## config.mk

```make
export PLATFORM = sky130hd
export DESIGN_NAME = ps2_rx_fifo
export DESIGN_NICKNAME = d
export VERILOG_FILES = /design/src/rtl/ps2_rx_fifo.sv
export SDC_FILE = /design/constraint.sdc
export NUM_CORES = 1
export LEC_CHECK = 0
export CAP_MARGIN = 15
export CORE_MARGIN = 4
export CORE_UTILIZATION = 59
export DETAILED_ROUTE_END_ITERATION = 10
export DONT_BUFFER_PORTS = 1
export PLACE_DENSITY = 0.71
export RECOVER_POWER = 25
export SLEW_MARGIN = 20
export SYNTH_ARGS = -nofsm -noshare
export SYNTH_HDL_FRONTEND = slang
export SYNTH_SLANG_ARGS = --single-unit
```

## constraint.sdc

```tcl
create_clock -name clk -period 3.7 [get_ports clk]
set_clock_uncertainty 0.2 [all_clocks]
set_input_delay 0.37 -clock clk [delete_from_list [all_inputs] [get_ports clk]]
set_output_delay 0.37 -clock clk [all_outputs]
set_load 0.01 [all_outputs]
```

## src/rtl/ps2_rx_fifo.sv

```systemverilog
// ---------------------------------------------------------------------------
// ps2_rx_fifo
//
// Receive-only PS/2 device-to-host front end. The raw ps2_clk / ps2_data pins
// are synchronised into the clk domain. Each ps2_clk falling edge shifts one
// bit into an 11-bit frame. A completed frame has its start, stop and odd
// parity bits checked. Good scan-code bytes go into a small FIFO that the
// keyboard handler drains through the ready / nextdata_n handshake.
//
// Parameters
//   DEPTH        FIFO entries (power of two, >= 2)
//   TIMEOUT_CYC  clk cycles without a ps2_clk falling edge before a partial
//                frame is abandoned
//
// Ports
//   clk         in   system clock, all logic on posedge
//   clrn        in   synchronous active-low reset
//   ps2_clk     in   raw PS/2 clock pin (asynchronous)
//   ps2_data    in   raw PS/2 data pin (asynchronous)
//   data        out  FIFO head byte, valid while ready=1
//   ready       out  FIFO non-empty
//   nextdata_n  in   active-low pop request, one byte per low cycle
//   overflow    out  sticky: good frame dropped because the FIFO was full
//   frame_err   out  one-cycle pulse: frame rejected or timed out
// ---------------------------------------------------------------------------
module ps2_rx_fifo #(
  parameter int DEPTH       = 8,
  parameter int TIMEOUT_CYC = 5000
) (
  input  logic       clk,
  input  logic       clrn,
  input  logic       ps2_clk,
  input  logic       ps2_data,
  output logic [7:0] data,
  output logic       ready,
  input  logic       nextdata_n,
  output logic       overflow,
  output logic       frame_err
);

  localparam int AW = $clog2(DEPTH);
  localparam int PW = AW + 1;
  localparam int TW = $clog2(TIMEOUT_CYC + 1);
  localparam logic [TW-1:0] TO_LAST = TW'(TIMEOUT_CYC - 1);

  // -------------------------------------------------------------------------
  // State
  // -------------------------------------------------------------------------
  logic [2:0]    clk_sync_q,  clk_sync_d;
  logic [2:0]    data_sync_q, data_sync_d;
  logic [10:0]   shift_q,     shift_d;
  logic [3:0]    bit_cnt_q,   bit_cnt_d;
  logic [TW-1:0] to_cnt_q,    to_cnt_d;
  logic [PW-1:0] wr_ptr_q,    wr_ptr_d;
  logic [PW-1:0] rd_ptr_q,    rd_ptr_d;
  logic [7:0]    data_q,      data_d;
  logic          ready_q,     ready_d;
  logic          overflow_q,  overflow_d;
  logic          frame_err_q, frame_err_d;

  logic [7:0]    mem_q [DEPTH];

  // -------------------------------------------------------------------------
  // Combinational decode
  // -------------------------------------------------------------------------
  logic          fe;
  logic          bit_in;
  logic [10:0]   frame_word;
  logic          frame_done;
  logic          frame_good;
  logic          timeout;
  logic          fifo_empty;
  logic          fifo_full;
  logic          pop;
  logic          push_req;
  logic          push;
  logic          head_bypass;

  // The oldest synchroniser stage is bit 2, so [2:1]==10 means the pin was
  // high one sample earlier and is now low.
  assign fe     = (clk_sync_q[2:1] == 2'b10);
  assign bit_in = data_sync_q[2];

  // Frame as it will look once the current bit is shifted in (LSB first):
  // [0]=start, [8:1]=byte, [9]=parity, [10]=stop.
  assign frame_word = {bit_in, shift_q[10:1]};
  assign frame_done = fe && (bit_cnt_q == 4'd10);
  assign frame_good = (frame_word[0] == 1'b0) && frame_word[10] && (^frame_word[9:1]);

  // An edge in the same cycle always wins over the watchdog.
  assign timeout = !fe && (bit_cnt_q != 4'd0) && (to_cnt_q == TO_LAST);

  assign fifo_empty = (wr_ptr_q == rd_ptr_q);
  assign fifo_full  = (wr_ptr_q[AW-1:0] == rd_ptr_q[AW-1:0]) && (wr_ptr_q[AW] != rd_ptr_q[AW]);

  // Pop while empty is ignored, so a simultaneous push into an empty FIFO
  // leaves exactly one entry.
  assign pop      = !nextdata_n && !fifo_empty;
  assign push_req = frame_done && frame_good;
  // A pop in the same cycle frees the slot a full FIFO needs.
  assign push     = push_req && (!fifo_full || pop);

  // The byte being written becomes the new head only when it lands in the
  // slot the read pointer will point at; then the memory does not hold it
  // yet and the registered head must take it straight from the frame.
  assign head_bypass = push && (wr_ptr_q[AW-1:0] == rd_ptr_d[AW-1:0]);

  always_comb begin
    clk_sync_d  = {clk_sync_q[1:0], ps2_clk};
    data_sync_d = {data_sync_q[1:0], ps2_data};

    shift_d     = shift_q;
    bit_cnt_d   = bit_cnt_q;
    to_cnt_d    = to_cnt_q;

    if (fe) begin
      shift_d   = frame_word;
      bit_cnt_d = frame_done ? 4'd0 : bit_cnt_q + 4'd1;
      to_cnt_d  = '0;
    end else if (bit_cnt_q == 4'd0) begin
      // Idle bus: hold the watchdog so it can never fire between frames.
      to_cnt_d  = '0;
    end else if (timeout) begin
      bit_cnt_d = 4'd0;
      to_cnt_d  = '0;
    end else begin
      to_cnt_d  = to_cnt_q + TW'(1);
    end

    wr_ptr_d    = wr_ptr_q + PW'(push);
    rd_ptr_d    = rd_ptr_q + PW'(pop);

    ready_d     = (wr_ptr_d != rd_ptr_d);
    data_d      = head_bypass ? frame_word[8:1] : mem_q[rd_ptr_d[AW-1:0]];

    overflow_d  = overflow_q || (push_req && fifo_full && !pop);
    frame_err_d = (frame_done && !frame_good) || timeout;
  end

  // -------------------------------------------------------------------------
  // Registers
  // -------------------------------------------------------------------------
  always_ff @(posedge clk) begin
    if (!clrn) begin
      clk_sync_q  <= 3'b111;
      data_sync_q <= 3'b111;
      shift_q     <= '0;
      bit_cnt_q   <= '0;
      to_cnt_q    <= '0;
      wr_ptr_q    <= '0;
      rd_ptr_q    <= '0;
      data_q      <= '0;
      ready_q     <= 1'b0;
      overflow_q  <= 1'b0;
      frame_err_q <= 1'b0;
    end else begin
      clk_sync_q  <= clk_sync_d;
      data_sync_q <= data_sync_d;
      shift_q     <= shift_d;
      bit_cnt_q   <= bit_cnt_d;
      to_cnt_q    <= to_cnt_d;
      wr_ptr_q    <= wr_ptr_d;
      rd_ptr_q    <= rd_ptr_d;
      data_q      <= data_d;
      ready_q     <= ready_d;
      overflow_q  <= overflow_d;
      frame_err_q <= frame_err_d;
    end
  end

  // Storage array has no reset so it can map onto RAM; the pointers alone
  // define which entries are live.
  always_ff @(posedge clk) begin
    if (clrn && push) begin
      mem_q[wr_ptr_q[AW-1:0]] <= frame_word[8:1];
    end
  end

  assign data      = data_q;
  assign ready     = ready_q;
  assign overflow  = overflow_q;
  assign frame_err = frame_err_q;

endmodule

```

==> flow_summary.yaml, run 1 <==
outcome:
  status: "complete, no violations"
cts:
  cts.sinks: 116
  cts_resized: 0
  cts_tree: "yes"
  cts_made_buffers: 17
  path_clk_slew_ns: 0.05
  htree_levels: 4
  cts_buffer_depth: 2
  cts_root_buffer: "clkbuf_8"
  clkLatencyLatePin_ns: 0.50
setup_path:
  r2r_cells: 10
  cp-start-kind: "flip-flop"
  required_ns: 3.91
  critPathMaxStageDelay_ns: 0.61
  critPathSlowestCell: "or3_1"
  critPathMaxFanout: 16
  crit_path_start: "wr_ptr_q[1]$_SDFF_PN0_"
  regToRegSetupSlack_ns: 0.59
  cp_common_cell: "xor2_1"
  r2r_end: "data[2]$_SDFF_PN0_"
  crit_path_cell_trace: "xor2_1 > nor3_1 > a21oi_1 > ha_1 > ha_1 > xor2_1 > xor2_1 > or3_1 > o31a_1 > nor3_1"
  cp.arrival_ns: 3.32
  crit_type: "reg2reg"
  r2r-start: "wr_ptr_q[1]$_SDFF_PN0_"
  endpoint_kind: "flip-flop"
  crit_end: "data[2]$_SDFF_PN0_"
floorplan:
  rows: 32
  die_area_um2: 9600
  core-area_um2: 7810
  io_pins: 16
  die_height_um: 98.0
  die_w_um: 98.0
  start_util: 0.612
detailed_routing:
  detail-route-antenna-nets: 0
  wl_per_cell_um: 17.3
  num_vias: 2805
  dr.pass1.iters: 4
  drt_iter0_drc: 153
  drt-total-wl_um: 8610
  vias_per_cell: 5.64
  drt_drc_violations_left: 0
synthesis:
  yosysTopAreaCell: "edfxtp_1"
  synth_area_leaders: "edfxtp_1, dfxtp_1, mux4_2, xor2_1, nor2_1"
  synth_top_area_share: 0.402
  ys_async_sr_fraction: 0
  yosys_most_used_dff: "edfxtp_1"
  seq_area_frac_synth: 0.620
  synthCells: 364
  synth_nets: 377
  synth_edf_count: 64
  syn-mean-instance-area_um2: 13.1
  yosysUniqueCellTypes: 41
  ys_warn_count: 0
  ys_seq_elements: 116
  syn_area_um2: 4780
power_and_ir_drop:
  p_switching_mw: 0.543
  ir_drop_uv: 410
  power.total_mw: 2.94
  power-per-cell-area_nw_per_um2: 530
  pwr-share-seq: 0.462
  p_int_mw: 2.40
  pwr-share-clk: 0.528
  p_leak_nw: 1.96
  p_sw_frac: 0.185
  combPwrFrac: 0.010
sta:
  fin_crit_ns: 3.11
  finalSetupTns_ns: 0
  hold-worst-slack_ns: 0.109
  max_freq_ghz: 0.322
  drv_slew: 0
  finalCritPeriodShare: 0.840
  max_slew_margin: 0.508
  setup_viol: 0
  hold_viol: 0
  tightest_slew_ns: 0.738
  rsz0062_at_grt: "no"
final_layout:
  num_antenna_cells: 0
  fin_nets: 395
  fillers: 523
  drive_above_1_share: 0.167
  area_delta_synth_final_pct: 16.3
worst_hold_path:
  min_path_type: "in2reg"
global_routing:
  grt_pass1_vias: 2746
  grt_max_degree: 27
  antenna_found_initial: 0
  grt_pass1_wl_um: 14300
  gr-total-overflow: 0
  grt_use_total: 0.195
place:
  portBuffers: 0
  routabilityCongestion: 0.771
  dp_hpwl_um: 5420
job:
  max_cap_viol_count: 0
-- state kept, by name (all words and copies together), names as in the netlist --
name and count:
mem_q 64, to_cnt_q 13, shift_q 10, data 8
bit_cnt_q 4, rd_ptr_q 4, wr_ptr_q 4, clk_sync_q 3
data_sync_q 3, frame_err 1, overflow 1, ready 1
-- cell families (layout without fill, tap and decap cells) --
group | after synthesis | count (layout) | synth area share
AND/OR/NAND/NOR | 127 | 127 | 0.136
multiplexers | 25 | 25 | 0.0943
XOR/XNOR | 32 | 32 | 0.0644
flip-flops | 116 | 116 | 0.620
adder cells (fa/ha/maj) | 8 | 8 | 0.0210
buffers and inverters | 26 | 57 | 0.0223
AO/OA/AOI/OAI | 30 | 30 | 0.0414
-- metal layers --
layer / global-route usage / share of wire
met1: 0.262 / 0.46
met2: 0.303 / 0.47
met3: 0.0593 / 0.057
met4: 0.0714 / 0.014
met5: 0 / 0
-- stage by stage --
stage / setup WS (ns) / util / std cells / cell area, um2
2_1_floorplan: 0.628 / - / 364 / 4780
3_3_place_gp: 0.731 / 0.634 / 462 / 4950
3_5_place_dp: 0.637 / 0.634 / 462 / 4950
4_1_cts: 0.585 / 0.711 / 497 / 5550
5_1_grt: 0.306 / 0.711 / 497 / 5550
6_report: 0.594 / 0.711 / 497 / 5550
-- critical path, delay by kind of cell, from the launching register on --
kind	cells	cell delay (ns)
xor gates and xnor gates	3	0.42
AOI/OAI and AO/OA	2	0.43
DFF	1	0.51
and+or+nand+nor	3	1.04
adders and majority gates	2	0.41
-- cells in the final DEF (no fill, tap or decap), types with 11 or more instances in the layout --
cell type	instances
nor3_1	11
edfxtp_1	64
nand2b_1	11
nor2_1	34
dfxtp_1	52
mux4_2	16
buf_4	14
xor2_1	18
nand2_1	28
xnor2_1	12
a21oi_1	14
clkbuf_16	16
-- Yosys cell counts (7+ instances only) --
| library cell | number |
|---|---|
| a21oi_1 | 14 |
| buf_2 | 7 |
| clkbuf_1 | 7 |
| dfxtp_1 | 52 |
| edfxtp_1 | 64 |
| ha_1 | 8 |
| mux2i_1 | 9 |
| mux4_2 | 16 |
| nand2_1 | 28 |
| nand2b_1 | 11 |
| nand3_1 | 8 |
| nor2_1 | 34 |
| nor3_1 | 11 |
| nor4_1 | 9 |
| o31a_1 | 8 |
| xnor2_1 | 12 |
| xor2_1 | 18 |
-- power groups by stage --
| stage | Clock [mW] | Combinational, mW | Sequential, mW |
|---|---|---|---|
| floorplan | 0 | 0.0204 | 1.38 |
| global placement | 0 | 0.0253 | 1.39 |
| detailed placement | 0 | 0.0258 | 1.39 |
| CTS | 1.58 | 0.0307 | 1.36 |
| global route | 1.65 | 0.0346 | 1.36 |
| finish | 1.55 | 0.0306 | 1.36 |
-- layout make-up --
cell class              count  area (um2)  share of cell area
clock buffers              21         439              0.0791
clock inverters            11         135              0.0243
inverters                   7        26.3             0.00473
multi-input cells         222        1710               0.307
flip-flops and latches    116        2960               0.534
well taps                 102         128              0.0230
repair buffers             18         155              0.0279
-- how the worst min path moves through the flow --
stage                                   start                   endpoint  slack (ns)  cells after the start
floorplan            clk_sync_q[0]$_SDFF_PN1_   clk_sync_q[1]$_SDFF_PN1_        0.19                      1
CTS                                      clrn      mem_q[6][7]$_DFFE_PP_        0.08                      3
global route                             clrn      mem_q[6][7]$_DFFE_PP_        0.11                      3
detailed placement   clk_sync_q[0]$_SDFF_PN1_   clk_sync_q[1]$_SDFF_PN1_        0.19                      1
finish                                   clrn      mem_q[6][7]$_DFFE_PP_        0.11                      3
global placement    data_sync_q[1]$_SDFF_PN1_  data_sync_q[2]$_SDFF_PN1_        0.19                      1
-- repair_timing --
item,4_1_cts,5_1_grt
hold buffers,3,0
setup buffers,0,0
hold endpoints to repair,15,0
Power figures use the tool's default switching activity.
==> run 2, diff against run 1 <==
- ABC_AREA: not set -> 1
- clock period: 3.7 -> 3.15 ns (I/O delays scaled with it)
==> run 2 against run 1 <==
Net effect: synthesized cell count increased by 34%; setup slack got worse by 0.37 ns; critical path depth increased by 3; critical endpoint is now data[6]$_SDFF_PN0_; non-clock buffer count unchanged; largest cell class unchanged; combinational power increased to 2.6 times the previous value.
==> flow_summary.yaml, run 2 <==
final_layout:
  utilization: 0.722
  drive_above_1_share: 0.133
  num_antenna_cells: 0
  layout_commonest_cell: "nand2_1"
  area_delta_synth_final_pct: 17.1
  fillers: 528
  largest_register_ffs: 64
  fin_nets: 518
  final_cell_mix: "nand2_1, nor2_1, edfxtp_1"
  seqCellArea_um2: 2960
  multi_input_area_um2: 1650
  fin_cells: 620
setup_path:
  endpoint_kind: "flip-flop"
  r2r-start: "wr_ptr_q[1]$_SDFF_PN0_"
  r2r_end: "data[6]$_SDFF_PN0_"
  crit_family: "adder cells"
  crit_type: "reg2reg"
  r2r_cells: 13
  path_buf_inv: 2
  critPathMaxFanout: 16
  cp-start-kind: "flip-flop"
  regToRegSetupSlack_ns: 0.22
  cp.arrival_ns: 3.13
  crit_path_cell_trace: "xor2_1 > nor2_1 > a31oi_1 > ha_1 > ha_1 > clkinvlp_4 > a21oi_1 > a221oi_1 > or2_2 > inv_1 > nand2_1 > nand2_1 > nor2_1"
  required_ns: 3.35
  critPathSlowestCell: "ha_1"
  critPathMaxStageDelay_ns: 0.44
cts:
  path_clk_slew_ns: 0.06
  htree_levels: 4
  cts_root_buffer: "clkbuf_8"
  clkLatencyLatePin_ns: 0.51
  cts.sinks: 116
  cts_made_buffers: 17
  cts_tree: "yes"
  cts_buffer_depth: 2
sta:
  finalSetupTns_ns: 0
  finalCritPeriodShare: 0.930
  setup_slack_ns: 0.221
  max_slew_margin: 0.282
  max_freq_ghz: 0.341
  setup_viol: 0
  rsz0062_at_grt: "no"
  tightest_slew_ns: 1.08
  fin_crit_ns: 2.93
  drv_slew: 0
  hold_viol: 0
power_and_ir_drop:
  power.total_mw: 3.79
  power-per-cell-area_nw_per_um2: 666
  ir_drop_uv: 447
  p_leak_nw: 2.21
place:
  portBuffers: 0
  placedCellCount: 584
  routabilityCongestion: 0.813
  post-place-ws_ns: 0.318
  dp_hpwl_um: 6430
synthesis:
  syn-mean-instance-area_um2: 9.94
  yosysTopAreaCell: "edfxtp_1"
  syn_area_um2: 4860
  synth_edf_count: 64
  synthCells: 489
  synth.most_common_cell: "nand2_1"
  ys_async_sr_fraction: 0
  seq_area_frac_synth: 0.609
  synthTopCellsByCount: "nand2_1, nor2_1, edfxtp_1"
  ys_seq_elements: 116
  yosys_most_used_dff: "edfxtp_1"
  synth_nets: 502
  yosysUniqueCellTypes: 36
  synth_top_area_share: 0.395
  synth_area_leaders: "edfxtp_1, dfxtp_1, nand2_1, nor2_1, o21ai_0"
  ys_warn_count: 0
detailed_routing:
  drt-total-wl_um: 9900
  dr.pass1.iters: 4
  wl_per_cell_um: 16.0
  detail-route-antenna-nets: 0
  drt_drc_violations_left: 0
  num_vias: 3429
  vias_per_cell: 5.53
  drt_iter0_drc: 212
global_routing:
  antenna_found_initial: 0
  grt_max_degree: 33
  grt_use_total: 0.221
  grt_pass1_vias: 3444
  gr-total-overflow: 0
  grt_pass1_wl_um: 16700
outcome:
  status: "complete, no violations"
floorplan:
  die_height_um: 98.8
  die_w_um: 98.8
  start_util: 0.616
  io_pins: 16
  core-area_um2: 7890
  rows: 32
  die_area_um2: 9760
worst_hold_path:
  min_to: "rd_ptr_q[3]$_SDFF_PN0_"
  min_path_type: "in2reg"
  worstHoldStart: "nextdata_n"
  whs_path_depth: 5
job:
  max_cap_viol_count: 0
==> run 2: worst max-delay path by stage <==
stage | depth (start not counted) | end | start
2_1_floorplan | 15 | data[6]$_SDFF_PN0_ | wr_ptr_q[1]$_SDFF_PN0_
3_3_place_gp | 12 | data[3]$_SDFF_PN0_ | wr_ptr_q[1]$_SDFF_PN0_
3_5_place_dp | 12 | data[3]$_SDFF_PN0_ | wr_ptr_q[1]$_SDFF_PN0_
4_1_cts | 6 | mem_q[6][1]$_DFFE_PP_ | clrn
5_1_grt | 13 | data[6]$_SDFF_PN0_ | wr_ptr_q[1]$_SDFF_PN0_
6_report | 13 | data[6]$_SDFF_PN0_ | wr_ptr_q[1]$_SDFF_PN0_
==> run 2: report_power, final <==
group | switching [mW] | internal, mW | total, mW | leakage (nW)
Sequential | 0.0210 | 1.61 | 1.63 | 1.02
Clock | 0.648 | 1.44 | 2.08 | 0.315
Combinational | 0.0520 | 0.0270 | 0.0791 | 0.885
Total | 0.721 | 3.07 | 3.79 | 2.21
==> run 2: layout make-up <==
type	instances	share of cell area
clock buffer	17	0.0727
clock inverter	15	0.0413
inverter	42	0.0290
multi-input combinational	310	0.289
sequential	116	0.520
tap	102	0.0224
timing repair buffer	18	0.0253
==> run 2: through the flow <==
step                      instance area, um2  hold slack (ns)
after detailed placement                5000            0.195
after global placement                  5000            0.188
final                                   5690            0.116
after CTS                               5690            0.111
after floorplan                         4860            0.192
after global routing                    5690            0.187
==> run 2: tightest hold or removal path, stage by stage <==
cell and delay [ns]:
a31oi_1 0.02, ha_1 0.19, nand3_1 0.09, xor2_1 0.09, nor2_1 0.08
==> run 2: what timing repair did <==
| item | 4_1_cts | 5_1_grt |
|---|---|---|
| hold endpoints to repair | 30 | 0 |
| resized for setup | 0 | 3 |
| endpoints found under the setup margin | 0 | 68 |
| hold buffers | 4 | 0 |
| buffers inserted | 0 | 0 |
==> run 2: layer usage <==
metal | share of wire | wire [um] | track usage
met1 | 0.44 | 4390 | 0.286
met2 | 0.48 | 4790 | 0.356
met3 | 0.053 | 529 | 0.0580
met4 | 0.018 | 182 | 0.0840
met5 | 0 | 0 | 0
==> run 2: kinds of logic after synthesis <==
group | synth area share
simple gates | 0.172
flops | 0.609
compound gates | 0.119
buf+inv | 0.0522
xor+xnor | 0.0270
fa+ha+maj | 0.0206
==> run 3, diff against run 2 <==
- CORE_UTILIZATION: 59 -> 57
- PLACE_DENSITY: 0.71 -> 0.75
- clock period: 3.15 -> 2.67 ns (I/O delays scaled with it)
==> run 3 against run 2 <==
Net effect: routed wire length grew 11%; sequential share of layout area shrank 2.3 points; highest routed layer unchanged; die area grew 3.2%; final cell count up 6.0%; utilization barely moved; combinational power grew 54%; sequential cell count unchanged; critical endpoint is now data[5]$_SDFF_PN0_; critical path type unchanged.
==> flow_summary.yaml, run 3 (same netlist as run 2, synthesis figures left out) <==
detailed_routing:
  drt_drc_violations_left: 0
  num_vias: 3655
  dr.pass1.iters: 5
  wl_per_cell_um: 16.7
  detail-route-antenna-nets: 0
  vias_per_cell: 5.56
  drt_iter0_drc: 198
  drt-total-wl_um: 11000
cts:
  clkLatencyLatePin_ns: 0.51
  htree_levels: 4
  path_clk_slew_ns: 0.06
  cts.sinks: 116
  cts_tree: "yes"
  cts_buffer_depth: 2
  cts_made_buffers: 17
  cts_root_buffer: "clkbuf_8"
floorplan:
  start_util: 0.589
  die_height_um: 100
  core-area_um2: 8260
  io_pins: 16
  rows: 33
  die_area_um2: 10100
  die_w_um: 100
sta:
  max_slew_margin: 0.356
  drv_slew: 0
  hold-worst-slack_ns: 0.0980
  rsz0062_at_grt: "yes"
  fin_crit_ns: 2.58
  setup_viol: 0
  max_freq_ghz: 0.387
  tightest_slew_ns: 0.965
  finalCritPeriodShare: 0.968
  hold_viol: 0
setup_path:
  critPathSlowestCell: "dfxtp_1"
  crit_path_cell_trace: "xnor2_1 > a31oi_2 > ha_2 > ha_4 > clkinvlp_4 > buf_12 > buf_4 > nor2_1 > o21ai_0 > a31oi_1 > nand2_1 > o21ai_2"
  critPathMaxStageDelay_ns: 0.35
  crit_family: "adder cells"
  critPathMaxFanout: 7
  cp-start-kind: "flip-flop"
  regToRegSetupSlack_ns: 0.09
  required_ns: 2.91
  path_buf_inv: 3
  cp.arrival_ns: 2.83
  endpoint_kind: "flip-flop"
  crit_type: "reg2reg"
place:
  portBuffers: 0
  routabilityCongestion: 0.854
  dp_hpwl_um: 6600
final_layout:
  drive_above_1_share: 0.174
  final_cell_mix: "nand2_1, nor2_1, edfxtp_1"
  area_delta_synth_final_pct: 22.7
  fillers: 557
  largest_register_ffs: 64
  utilization: 0.722
  fin_nets: 552
  num_antenna_cells: 0
  layout_commonest_cell: "nand2_1"
global_routing:
  grt_max_degree: 33
  grt_pass1_vias: 3595
  grt_use_total: 0.234
  grt_pass1_wl_um: 17600
  antenna_found_initial: 0
  gr-total-overflow: 0
power_and_ir_drop:
  power.total_mw: 4.23
  power-per-cell-area_nw_per_um2: 709
  p_leak_nw: 2.32
  ir_drop_uv: 540
outcome:
  status: "complete, no violations"
worst_hold_path:
  min_path_type: "in2reg"
job:
  max_cap_viol_count: 0
==> run 3: changes by cell type in the layout (fill, tap and decap cells not counted), sizes merged <==
cell / change
buf: +22
bufinv: -3
clkbuf: +4
clkinvlp: +2
dlygate4sd3: +8
inv: +1
==> run 3: path summary, 6_finish.rpt <==
kind                                  start                         to  cells past startpoint
hold reg to reg   data_sync_q[0]$_SDFF_PN1_  data_sync_q[1]$_SDFF_PN1_                      1
setup reg to reg     rd_ptr_q[2]$_SDFF_PN0_         data[5]$_SDFF_PN0_                     12
hold / removal                         clrn     to_cnt_q[7]$_SDFF_PP0_                      2
setup / recovery     rd_ptr_q[2]$_SDFF_PN0_         data[5]$_SDFF_PN0_                     12
==> run 3: report_power, final <==
| group | internal, mW | switching [mW] | leakage (nW) |
|---|---|---|---|
| clock | 1.41 | 0.787 | 0.272 |
| combinational | 0.0462 | 0.0762 | 1.04 |
| sequential | 1.90 | 0.0136 | 1.02 |
==> run 3: timing repair <==
action	4_1_cts	5_1_grt
hold endpoints to repair	36	0
cloned	0	0
setup buffers	3	3
endpoints found under the setup margin	8	74
hold buffers	12	0
gates resized for setup	2	11
pin swaps	1	3
==> run 3: layout make-up <==
| type | count | area, um2 | share of cell area |
|---|---|---|---|
| sequential | 116 | 2960 | 0.497 |
| inverter | 42 | 161 | 0.0271 |
| tap | 105 | 131 | 0.0220 |
| multi-input combinational | 310 | 1680 | 0.281 |
| clock buffer | 17 | 414 | 0.0694 |
| timing repair buffer | 52 | 453 | 0.0759 |
| clock inverter | 15 | 164 | 0.0275 |
==> run 3: stage by stage <==
step	setup WS, ns	instances	instance area [um2]	setup TNS [ns]
finish	0.0852	657	5960	0
detailed placement	-0.0229	607	5160	-0.0632
CTS	0.00291	654	5920	0
floorplan	0.0615	489	4860	0
global placement	0.0816	607	5160	0
global route	-0.0620	657	5960	-0.115
==> run 3: metal layers <==
metal,up-vias,wire (um),GRT usage
met3,18,750,0.0709
met2,120,5520,0.382
met5,-,0,0
li1,1759,-,-
met4,0,193,0.0974
met1,1758,4510,0.289
